File: src/rtl/cdc_hs_rx_ctrl_pkg.sv
// rtl/cdc_hs_rx_ctrl_pkg.sv - shared types and constants for the REQ/ACK receive controller
package cdc_hs_rx_ctrl_pkg;

  typedef enum logic [1:0] {
    ST_IDLE,
    ST_CAPTURE,
    ST_PRESENT,
    ST_ACK_WAIT
  } state_e;

  localparam int XFER_CNT_W = 16;

  // Timeout counter only has to reach TIMEOUT_CYCLES-1.
  function automatic int cnt_width(input int n);
    return (n > 2) ? $clog2(n) : 1;
  endfunction

endpackage

File: src/rtl/cdc_bit_sync_srst.sv
// rtl/cdc_bit_sync_srst.sv - NUM_STAGES-deep single-bit synchronizer, sync active-high reset
module cdc_bit_sync_srst #(
  parameter int NUM_STAGES = 2
) (
  input  logic clk,
  input  logic rst,
  input  logic d,
  output logic q
);

  logic [NUM_STAGES-1:0] sync_q;
  logic [NUM_STAGES-1:0] sync_d;

  always_comb begin
    sync_d = {sync_q[NUM_STAGES-2:0], d};
  end

  always_ff @(posedge clk) begin
    if (rst) begin
      sync_q <= '0;
    end else begin
      sync_q <= sync_d;
    end
  end

  assign q = sync_q[NUM_STAGES-1];

endmodule

File: src/rtl/cdc_hs_rx_ctrl.sv
// rtl/cdc_hs_rx_ctrl.sv - destination side of a 4-phase REQ/ACK multi-bit crossing
module cdc_hs_rx_ctrl
  import cdc_hs_rx_ctrl_pkg::*;
#(
  parameter int BUS_WIDTH      = 8,
  parameter int NUM_STAGES     = 2,
  parameter int TIMEOUT_CYCLES = 255
) (
  input  logic                  CLK,
  input  logic                  RST,
  input  logic                  REQ_ASYNC,
  input  logic [BUS_WIDTH-1:0]  DATA_ASYNC,
  output logic                  ACK,
  output logic [BUS_WIDTH-1:0]  DOUT,
  output logic                  DOUT_VALID,
  input  logic                  DOUT_READY,
  output logic                  BUSY,
  output logic                  ERR_TIMEOUT,
  output logic [XFER_CNT_W-1:0] XFER_CNT
);

  localparam int CNT_W = cnt_width(TIMEOUT_CYCLES);
  localparam logic [CNT_W-1:0] CNT_LAST = CNT_W'(TIMEOUT_CYCLES - 1);
  localparam bit TIMEOUT_EN = (TIMEOUT_CYCLES != 0);

  logic req_s;

  state_e                state_q, state_d;
  logic [BUS_WIDTH-1:0]  dout_q, dout_d;
  logic                  valid_q, valid_d;
  logic                  ack_q, ack_d;
  logic                  err_q, err_d;
  logic [XFER_CNT_W-1:0] xfer_q, xfer_d;
  logic [CNT_W-1:0]      tcnt_q, tcnt_d;

  cdc_bit_sync_srst #(
    .NUM_STAGES(NUM_STAGES)
  ) u_req_sync (
    .clk(CLK),
    .rst(RST),
    .d  (REQ_ASYNC),
    .q  (req_s)
  );

  always_comb begin
    state_d = state_q;
    dout_d  = dout_q;
    valid_d = valid_q;
    ack_d   = ack_q;
    err_d   = err_q;
    xfer_d  = xfer_q;
    tcnt_d  = tcnt_q;

    case (state_q)
      ST_IDLE: begin
        if (req_s) begin
          state_d = ST_CAPTURE;
        end
      end
      ST_CAPTURE: begin
        // req_s has been high for a full sync delay, so the source bus is settled.
        dout_d  = DATA_ASYNC;
        valid_d = 1'b1;
        state_d = ST_PRESENT;
      end
      ST_PRESENT: begin
        if (DOUT_READY) begin
          valid_d = 1'b0;
          ack_d   = 1'b1;
          xfer_d  = xfer_q + 1'b1;
          state_d = ST_ACK_WAIT;
        end
      end
      ST_ACK_WAIT: begin
        if (!req_s) begin
          ack_d   = 1'b0;
          tcnt_d  = '0;
          state_d = ST_IDLE;
        end else if (TIMEOUT_EN) begin
          // Flag only: the handshake keeps waiting for the source to drop REQ.
          if (tcnt_q == CNT_LAST) begin
            err_d = 1'b1;
          end else begin
            tcnt_d = tcnt_q + 1'b1;
          end
        end
      end
      default: begin
        state_d = ST_IDLE;
      end
    endcase
  end

  always_ff @(posedge CLK) begin
    if (RST) begin
      state_q <= ST_IDLE;
      dout_q  <= '0;
      valid_q <= 1'b0;
      ack_q   <= 1'b0;
      err_q   <= 1'b0;
      xfer_q  <= '0;
      tcnt_q  <= '0;
    end else begin
      state_q <= state_d;
      dout_q  <= dout_d;
      valid_q <= valid_d;
      ack_q   <= ack_d;
      err_q   <= err_d;
      xfer_q  <= xfer_d;
      tcnt_q  <= tcnt_d;
    end
  end

  assign ACK         = ack_q;
  assign DOUT        = dout_q;
  assign DOUT_VALID  = valid_q;
  assign BUSY        = (state_q != ST_IDLE);
  assign ERR_TIMEOUT = err_q;
  assign XFER_CNT    = xfer_q;

endmodule
File: config.mk
export PLATFORM = sky130hd
export DESIGN_NAME = cdc_hs_rx_ctrl
export DESIGN_NICKNAME = d
export VERILOG_FILES = /design/src/rtl/cdc_hs_rx_ctrl_pkg.sv /design/src/rtl/cdc_bit_sync_srst.sv /design/src/rtl/cdc_hs_rx_ctrl.sv
export SDC_FILE = /design/constraint.sdc
export NUM_CORES = 1
export LEC_CHECK = 0
export ABC_AREA = 1
export CORE_MARGIN = 3
export CORE_UTILIZATION = 48
export DETAILED_ROUTE_END_ITERATION = 10
export DONT_BUFFER_PORTS = 1
export SKIP_LAST_GASP = 1
export SYNTH_ARGS = -nofsm -noshare
export SYNTH_HDL_FRONTEND = slang
export SYNTH_SLANG_ARGS = --single-unit
File: constraint.sdc
create_clock -name CLK -period 1.9 [get_ports CLK]
set_input_delay 0.57 -clock CLK [delete_from_list [all_inputs] [get_ports CLK]]
set_output_delay 0.57 -clock CLK [all_outputs]
set_load 0.01 [all_outputs]
# == Word level (Yosys, flattened, before mapping) ==
# Cells that the tools add are included.
# classes
mux,11
n_addsub,2
eq_ne,8
reduce_logical,10
# op_table
cell,count
16-bit by 1-bit adder with 16-bit output (second input constant),1
8-bit 2-to-1 mux,2
3-bit AND reduction,3
8-bit by 1-bit adder with 8-bit output (second input constant),1
8-bit equality test (second input constant),1
2-bit case mux with 4 select lines,1
2-bit 2-to-1 mux,3
2-bit inequality test (second input constant),3
2-bit AND reduction,3
2-bit nonzero test,3
2-bit equality test (second input constant),2
1-bit case mux with 2 select lines,2
1-bit 2-to-1 mux,3
2-bit by 1-bit equality test with 1-bit output (second input constant),1
2-bit zero test,1
2-bit by 1-bit inequality test with 1-bit output (second input constant),1
# totals
out_inout_bits,28
ff_bits,39
wordCells,39

# == Logic depth before layout (Yosys ltp) ==
# Gate-level depths: netlist of run 1.
# logic_depth
ltp_word,3
depth_mapped,11
depth_no_buf,11

# == Modules after synthesis ==
# A second synthesis of run 1 with hierarchy kept.
# unflattened
hier_cells,274
hier_area_um2,1895.6
# by_module_without_submodules
mod,seq_area_each_um2,area_each_um2,n_inst,cells_each
cdc_hs_rx_ctrl,740.7,1840.5,1,268
cdc_bit_sync_srst,40.0,55.1,1,6

# == Least setup slack after synthesis of run 1 ==
# Ideal clock, no wire load.
# synth_path
kind,register to register
from,register state_q[0]
to,register xfer_q[15] (netlist: XFER_CNT[15])
arrival_time_ps,1273
n_path_buf,0
required_time_ps,1785
path_slack_ps,512
path_stages_with_launch,10
cell_sequence,dfxtp_1 > inv_1 > ha_1 > nand2_4 > clkinv_2 > nand2_1 > nor3_1 > nand3_1 > nand2_1 > nor2_1
# synth_via
elab_chain_cells,2
# synth_rtl
element,line_no,rtl
start: declaration,cdc_hs_rx_ctrl.sv:28,"state_e state_q, state_d;"
start signal: assignment,cdc_hs_rx_ctrl.sv:104,state_q <= state_d;
2-bit equality test,cdc_hs_rx_ctrl.sv:54,case (state_q)
2-bit AND reduction (no line),-,
end signal: assignment,cdc_hs_rx_ctrl.sv:109,xfer_q <= xfer_d;
end: declaration,cdc_hs_rx_ctrl.sv:33,"logic [XFER_CNT_W-1:0] xfer_q, xfer_d;"
# No other way between the ends.
# A chain may end at the register's enable or synchronous reset.

# == Worst setup path in the final report of run 1 ==
# layout_path
from,register state_q[0]
to,output BUSY
# layout_via
elab_chain_cells,1
# layout_rtl
element,line_no,rtl
2-bit nonzero test,cdc_hs_rx_ctrl.sv:117,assign BUSY = (state_q != ST_IDLE);
end: declaration,cdc_hs_rx_ctrl.sv:17,"output logic BUSY,"
# No other way between the ends.

==> reports/results.ini, run 1 <==
[grt]
track_usage = 0.182
grt_pass1_wl_mm = 6.44
met2_usage = 0.290
grt_max_degree = 14
gr-max-usage-layer = met2
met1_usage = 0.224
overflow = 0
antenna_found_initial = 0
grt_pass1_vias = 1504
met3_usage = 0.0583

[critical_path]
path_max_fanout = 4
crit_slowest_cell = dfxtp_1
max_stage_delay_ns = 0.36
start_kind = register
cpMostUsedCell = inv_1
arrival_ns = 1.06
cp.buffers_inverters = 2
path_cells = inv_1 > ha_1 > inv_1
critPathKind = register to output pin
crit_family = flip-flops
cp.required_ns = 1.33
end_kind = output pin

[timing]
period_needed_ns = 1.63
max_slew_margin = 0.797
drv_slew = 0
tns_ns = 0
setup-violations-final = 0
fmax_ghz = 0.612
hold_viol = 0
tightest_slew_ns = 0.304
layout_worst_path_cycle_share = 0.860
rsz0062_at_grt = false
finalClockSkew_ns = 0.00518

[finish]
drive_above_1_share = 0.0745
nets = 302
seqCellArea_um2 = 781
multi_input_area_um2 = 957
final_common_cell = nand2_1
nFillCells = 396
utilization = 0.548
final_cell_mix = 59 x nand2_1, 58 x nor2_1, 39 x dfxtp_1, 36 x inv_1, 22 x o21ai_0
antennaDiodeCount = 0
final_cells = 330
syn2layout_area_growth_pct = 8.25

[detailed_routing]
routed_wl_mm = 3.82
vias = 1641
wl_per_cell_um = 11.6
drt_iter0_drc = 103
drc_errors = 0
drt-pass1-iter-count = 4
vias_per_cell = 4.97
drtAntennaViolNets = 0

[pwr]
total_power_w = 0.00199
p_leak_nw = 0.893
power_density_nw_per_um2 = 968
irDropWorstVdd_mv = 0.510

[yosys]
synth_top_cell_by_area = dfxtp_1
synth.distinct_cells = 24
yosysSeqAreaShare = 0.412
synth_top_area_share = 0.412
synth.net_count = 295
ys_ff_latch = 39
syn-mean-instance-area_um2 = 6.89
syn_inst = 275
syn-cell-area_um2 = 1900
ys_warn_count = 0
yosys-top-cells-area = dfxtp_1 41%, nand2_1 12%, nor2_1 11%

[place]
place_congestion = 0.772
place_inst = 323
dp_hpwl_mm = 2.89
io_buffers = 0

[clock_network]
root_buffer = clkbuf_8
cts_tree = built
htree_levels = 2
clkTransAtPathRegs_ns = 0.07
ctsResizeCount = 0
postCtsHoldBufs = 0
cts_setup_buffers = 0
clock_sinks = 39
clock_latency_ns = 0.29
cts_max_path_buffers = 2
numCtsBuffers = 5

[floorplanning]
initial_core_util = 0.506
dieArea_um2 = 4740
fp.dieW_um = 68.8
core_region_area_um2 = 3740
io-pin-count = 40
die_y_um = 68.8
rows = 22

[hold_path]
hp-class = input pin to register

[status]
status = complete, no violations

[job]
drv_cap = 0

where the power goes:
part           switching (W)  internal [W]
Clock               0.000285      0.000285
Combinational       0.000247      0.000125
Sequential          0.000118      0.000927
Total               0.000649       0.00134
synth_stat cells:
cell type and n:
dfxtp_1 39, and3_1 1, buf_1 1, or2_2 1
ha_1 8, a21o_1 1, nand2_4 1, nor3_1 4
nor3_4 2, o21bai_1 1, nor2_1 58, o21a_1 2
buf_2 2, clkinv_1 1, nor2_4 2, clkinv_2 1
o211ai_1 1, a21oi_1 14, nand4_1 5, o21ai_0 22
inv_1 36, nand3_1 9, nand2_2 4, nand2_1 59
cell type report:
cell class | count | area share
Timing Repair Buffer | 3 | 0.0110
Inverter | 38 | 0.0701
Multi-Input combinational cell | 195 | 0.466
Clock buffer | 6 | 0.0402
Tap cell | 48 | 0.0293
Clock inverter | 1 | 0.00244
Sequential cell | 39 | 0.380
cell families (layout without fill, tap and decap cells):
logic type	Yosys count	after routing	synth area share
adder cells (fa/ha/maj)	8	8	0.0528
AO/OA/AOI/OAI	41	41	0.115
buffers and inverters	41	48	0.0832
flip-flops	39	39	0.412
AND/OR/NAND/NOR	146	146	0.337
worst paths after layout:
| check | start | end | slack [ns] | cells after the start |
|---|---|---|---|---|
| max | state_q[0]$_SDFFE_PP0P_ | BUSY | 0.27 | 3 |
| min | RST | tcnt_q[1]$_SDFFE_PP0P_ | 0.34 | 1 |
| max reg2reg | state_q[0]$_SDFFE_PP0P_ | XFER_CNT[15]$_SDFFE_PP0P_ | 0.34 | 9 |
| min reg2reg | u_req_sync.sync_q[0]$_SDFF_PP0_ | u_req_sync.sync_q[1]$_SDFF_PP0_ | 0.41 | 2 |
state kept, by name (all words and copies together) (netlist names):
signal / count
state_q: 2
DOUT: 8
u_req_sync.sync_q: 2
tcnt_q: 8
ACK: 1
ERR_TIMEOUT: 1
XFER_CNT: 16
DOUT_VALID: 1
metal layers:
metal | vias to the layer above | wire [um]
li1 | 878 | -
met1 | 725 | 1770
met2 | 31 | 1770
met3 | 7 | 218
met4 | 0 | 65
met5 | - | 0
per-stage QoR:
| stage | setup slack (ns) | hold WS, ns | area [um^2] |
|---|---|---|---|
| finish | 0.266 | 0.337 | 2050 |
| CTS | 0.249 | 0.326 | 2050 |
| global route | 0.146 | 0.324 | 2050 |
| detailed placement | 0.332 | 0.399 | 1960 |
| floorplan | 0.512 | 0.388 | 1900 |
| global placement | 0.402 | 0.399 | 1960 |
Power figures use the tool's default switching activity.
==> inputs of run 2 (changes only) <==
--- a/config.mk
+++ b/config.mk
@@ -5,11 +5,11 @@
 export SDC_FILE = /design/constraint.sdc
 export NUM_CORES = 1
 export LEC_CHECK = 0
-export ABC_AREA = 1
 export CORE_MARGIN = 3
-export CORE_UTILIZATION = 48
+export CORE_UTILIZATION = 38
 export DETAILED_ROUTE_END_ITERATION = 10
 export DONT_BUFFER_PORTS = 1
+export MAX_ROUTING_LAYER = met4
 export SKIP_LAST_GASP = 1
 export SYNTH_ARGS = -nofsm -noshare
 export SYNTH_HDL_FRONTEND = slang
==> run 2 against run 1 <==
Against the previous run:
- sequential cell count stayed put
- core utilization is 9.5 points lower
- register-to-register slack worse by 0.12 ns
- clock power is 24% higher
- synthesized cell count is 33% lower
- sequential power is 7% lower
- critical path type is now register to register
==> reports/results.ini, run 2 <==
[status]
status = complete, no violations

[yosys]
yosysSeqAreaShare = 0.461
synth.net_count = 204
synth_top_area_share = 0.461
yosys-top-cells-area = dfxtp_1 46%, nor2_1 6.6%, ha_1 5.9%
ys_ff_latch = 39
ys_warn_count = 0
ys.flop_type = dfxtp_1
synth_top_cell_by_area = dfxtp_1
synth-edff-count = 0
syn-cell-area_um2 = 1700
synth_top_cells_by_count = 39 x dfxtp_1, 30 x nor2_1, 13 x nand2_1, 10 x mux2i_1
async_flop_share = 0
synth.distinct_cells = 31
syn_inst = 184
syn-mean-instance-area_um2 = 9.21
yosysMostFrequentCell = dfxtp_1

[floorplanning]
dieArea_um2 = 5300
initial_core_util = 0.409
rows = 23
core_region_area_um2 = 4140
fp.dieW_um = 72.8
io-pin-count = 40
die_y_um = 72.8

[finish]
syn2layout_area_growth_pct = 10.8
final_common_cell = dfxtp_1
antennaDiodeCount = 0
final_cell_mix = 39 x dfxtp_1, 30 x nor2_1, 13 x nand2_1, 10 x mux2i_1
largest_reg_flops = 16
nFillCells = 396
drive_above_1_share = 0.0842
nets = 209

[detailed_routing]
wl_met1_mm = 1.53
vias = 1299
wl_per_cell_um = 14.7
drtAntennaViolNets = 0
routed-wl-met3_um = 209
routed_wl_mm = 3.53
drt_iter0_drc = 80
drc_errors = 0
vias_per_cell = 5.41
maxUsedRoutingLayer = met4
drt-pass1-iter-count = 4
met2RoutedLength_mm = 1.75

[grt]
grt_pass1_wl_mm = 5.91
overflow = 0
track_usage = 0.150
grt_max_degree = 37
grt_pass1_vias = 1212
antenna_found_initial = 0

[pwr]
p_leak_nw = 0.712
power_frac_clock = 0.346
power_density_nw_per_um2 = 1090
swShare = 0.277
p_seq_frac = 0.479
power.switching_w = 0.000567
irDropWorstVdd_mv = 0.564
p_int_w = 0.00148
combinationalPowerShare = 0.175

[place]
place_congestion = 0.789
io_buffers = 0
dp_slack_ns = 0.273
dp_hpwl_mm = 2.54

[timing]
max_slew_margin = 0.658
hold_viol = 0
finalClockSkew_ns = 0.0113
fmax_ghz = 0.596
tightest_slew_ns = 0.513
tns_ns = 0
setup-violations-final = 0
layout_worst_path_cycle_share = 0.884
rsz0062_at_grt = false
drv_slew = 0
fin_ws_ns = 0.221
period_needed_ns = 1.68

[critical_path]
crit_slowest_cell = or3_1
arrival_ns = 1.89
r2r_slack_ns = 0.22
path_cells = inv_1 > ha_1 > and4_4 > nand4_4 > or3_1 > a21oi_1
crit_family = simple AND/OR/NAND/NOR gates
end_kind = register
cp.required_ns = 2.11
path_max_fanout = 5
max_stage_delay_ns = 0.38
cp.depth = 6
start_kind = register
reg2reg_depth = 6
critPathKind = register to register
cp.buffers_inverters = 1

[clock_network]
htree_levels = 2
cts_tree = built
root_buffer = clkbuf_8
clkTransAtPathRegs_ns = 0.08
cts_max_path_buffers = 2
ctsResizeCount = 0
numCtsBuffers = 5
clock_sinks = 39
cts_setup_buffers = 0
postCtsHoldBufs = 0
clock_latency_ns = 0.29

[job]
drv_cap = 0

[hold_path]
whs_path_depth = 1
hp-class = input pin to register

==> run 2: stage by stage <==
| step | instances | hold slack (ns) | area (um^2) | utilization | total power [W] |
|---|---|---|---|---|---|
| 2_1_floorplan | 184 | 0.414 | 1700 | - | 0.00128 |
| 6_report | 240 | 0.346 | 1880 | 0.454 | 0.00204 |
| 5_1_grt | 240 | 0.319 | 1880 | 0.454 | 0.00217 |
| 3_5_place_dp | 232 | 0.434 | 1760 | 0.425 | 0.00136 |
| 3_3_place_gp | 232 | 0.428 | 1760 | 0.425 | 0.00133 |
| 4_1_cts | 240 | 0.327 | 1880 | 0.454 | 0.00207 |
==> run 2: cell families (layout without fill, tap and decap cells) <==
logic type | count (synthesis) | in the layout | share of synthesized area
buffers and inverters | 11 | 17 | 0.0244
adder cells (fa/ha/maj) | 8 | 8 | 0.0590
multiplexers | 12 | 12 | 0.0723
flip-flops | 39 | 39 | 0.461
XOR/XNOR | 12 | 12 | 0.0620
AO/OA/AOI/OAI | 23 | 23 | 0.0827
AND/OR/NAND/NOR | 79 | 79 | 0.239
==> run 2: worst paths after layout <==
kind,start,to
hold / removal,RST,ACK$_SDFFE_PP0P_
setup reg to reg,state_q[0]$_SDFFE_PP0P_,XFER_CNT[15]$_SDFFE_PP0P_
setup / recovery,state_q[0]$_SDFFE_PP0P_,XFER_CNT[15]$_SDFFE_PP0P_
hold reg to reg,u_req_sync.sync_q[0]$_SDFF_PP0_,u_req_sync.sync_q[1]$_SDFF_PP0_
==> run 2: layer usage <==
metal  GRT usage  vias to the layer above
met5           -                        -
li1            -                      650
met3      0.0592                        4
met1       0.180                      609
met2       0.223                       36
met4      0.0635                        0
==> run 2: area by class of cell <==
cell class	instances	area (um^2)	share of cell area
flip-flops and latches	39	781	0.415
repair buffers	3	22.5	0.0120
multi-input cells	134	873	0.465
clock buffers	6	82.6	0.0439
well taps	50	62.6	0.0333
inverters	6	22.5	0.0120
clock inverters	2	35.0	0.0186
==> run 2: power groups by stage <==
| stage | Clock (W) | Combinational, W | Sequential [W] |
|---|---|---|---|
| 4_1_cts | 0.000724 | 0.000362 | 0.000982 |
| 3_3_place_gp | 0 | 0.000331 | 0.000997 |
| 3_5_place_dp | 0 | 0.000362 | 0.000998 |
| 2_1_floorplan | 0 | 0.000297 | 0.000982 |
| 6_report | 0.000707 | 0.000357 | 0.000980 |
| 5_1_grt | 0.000768 | 0.000408 | 0.000994 |
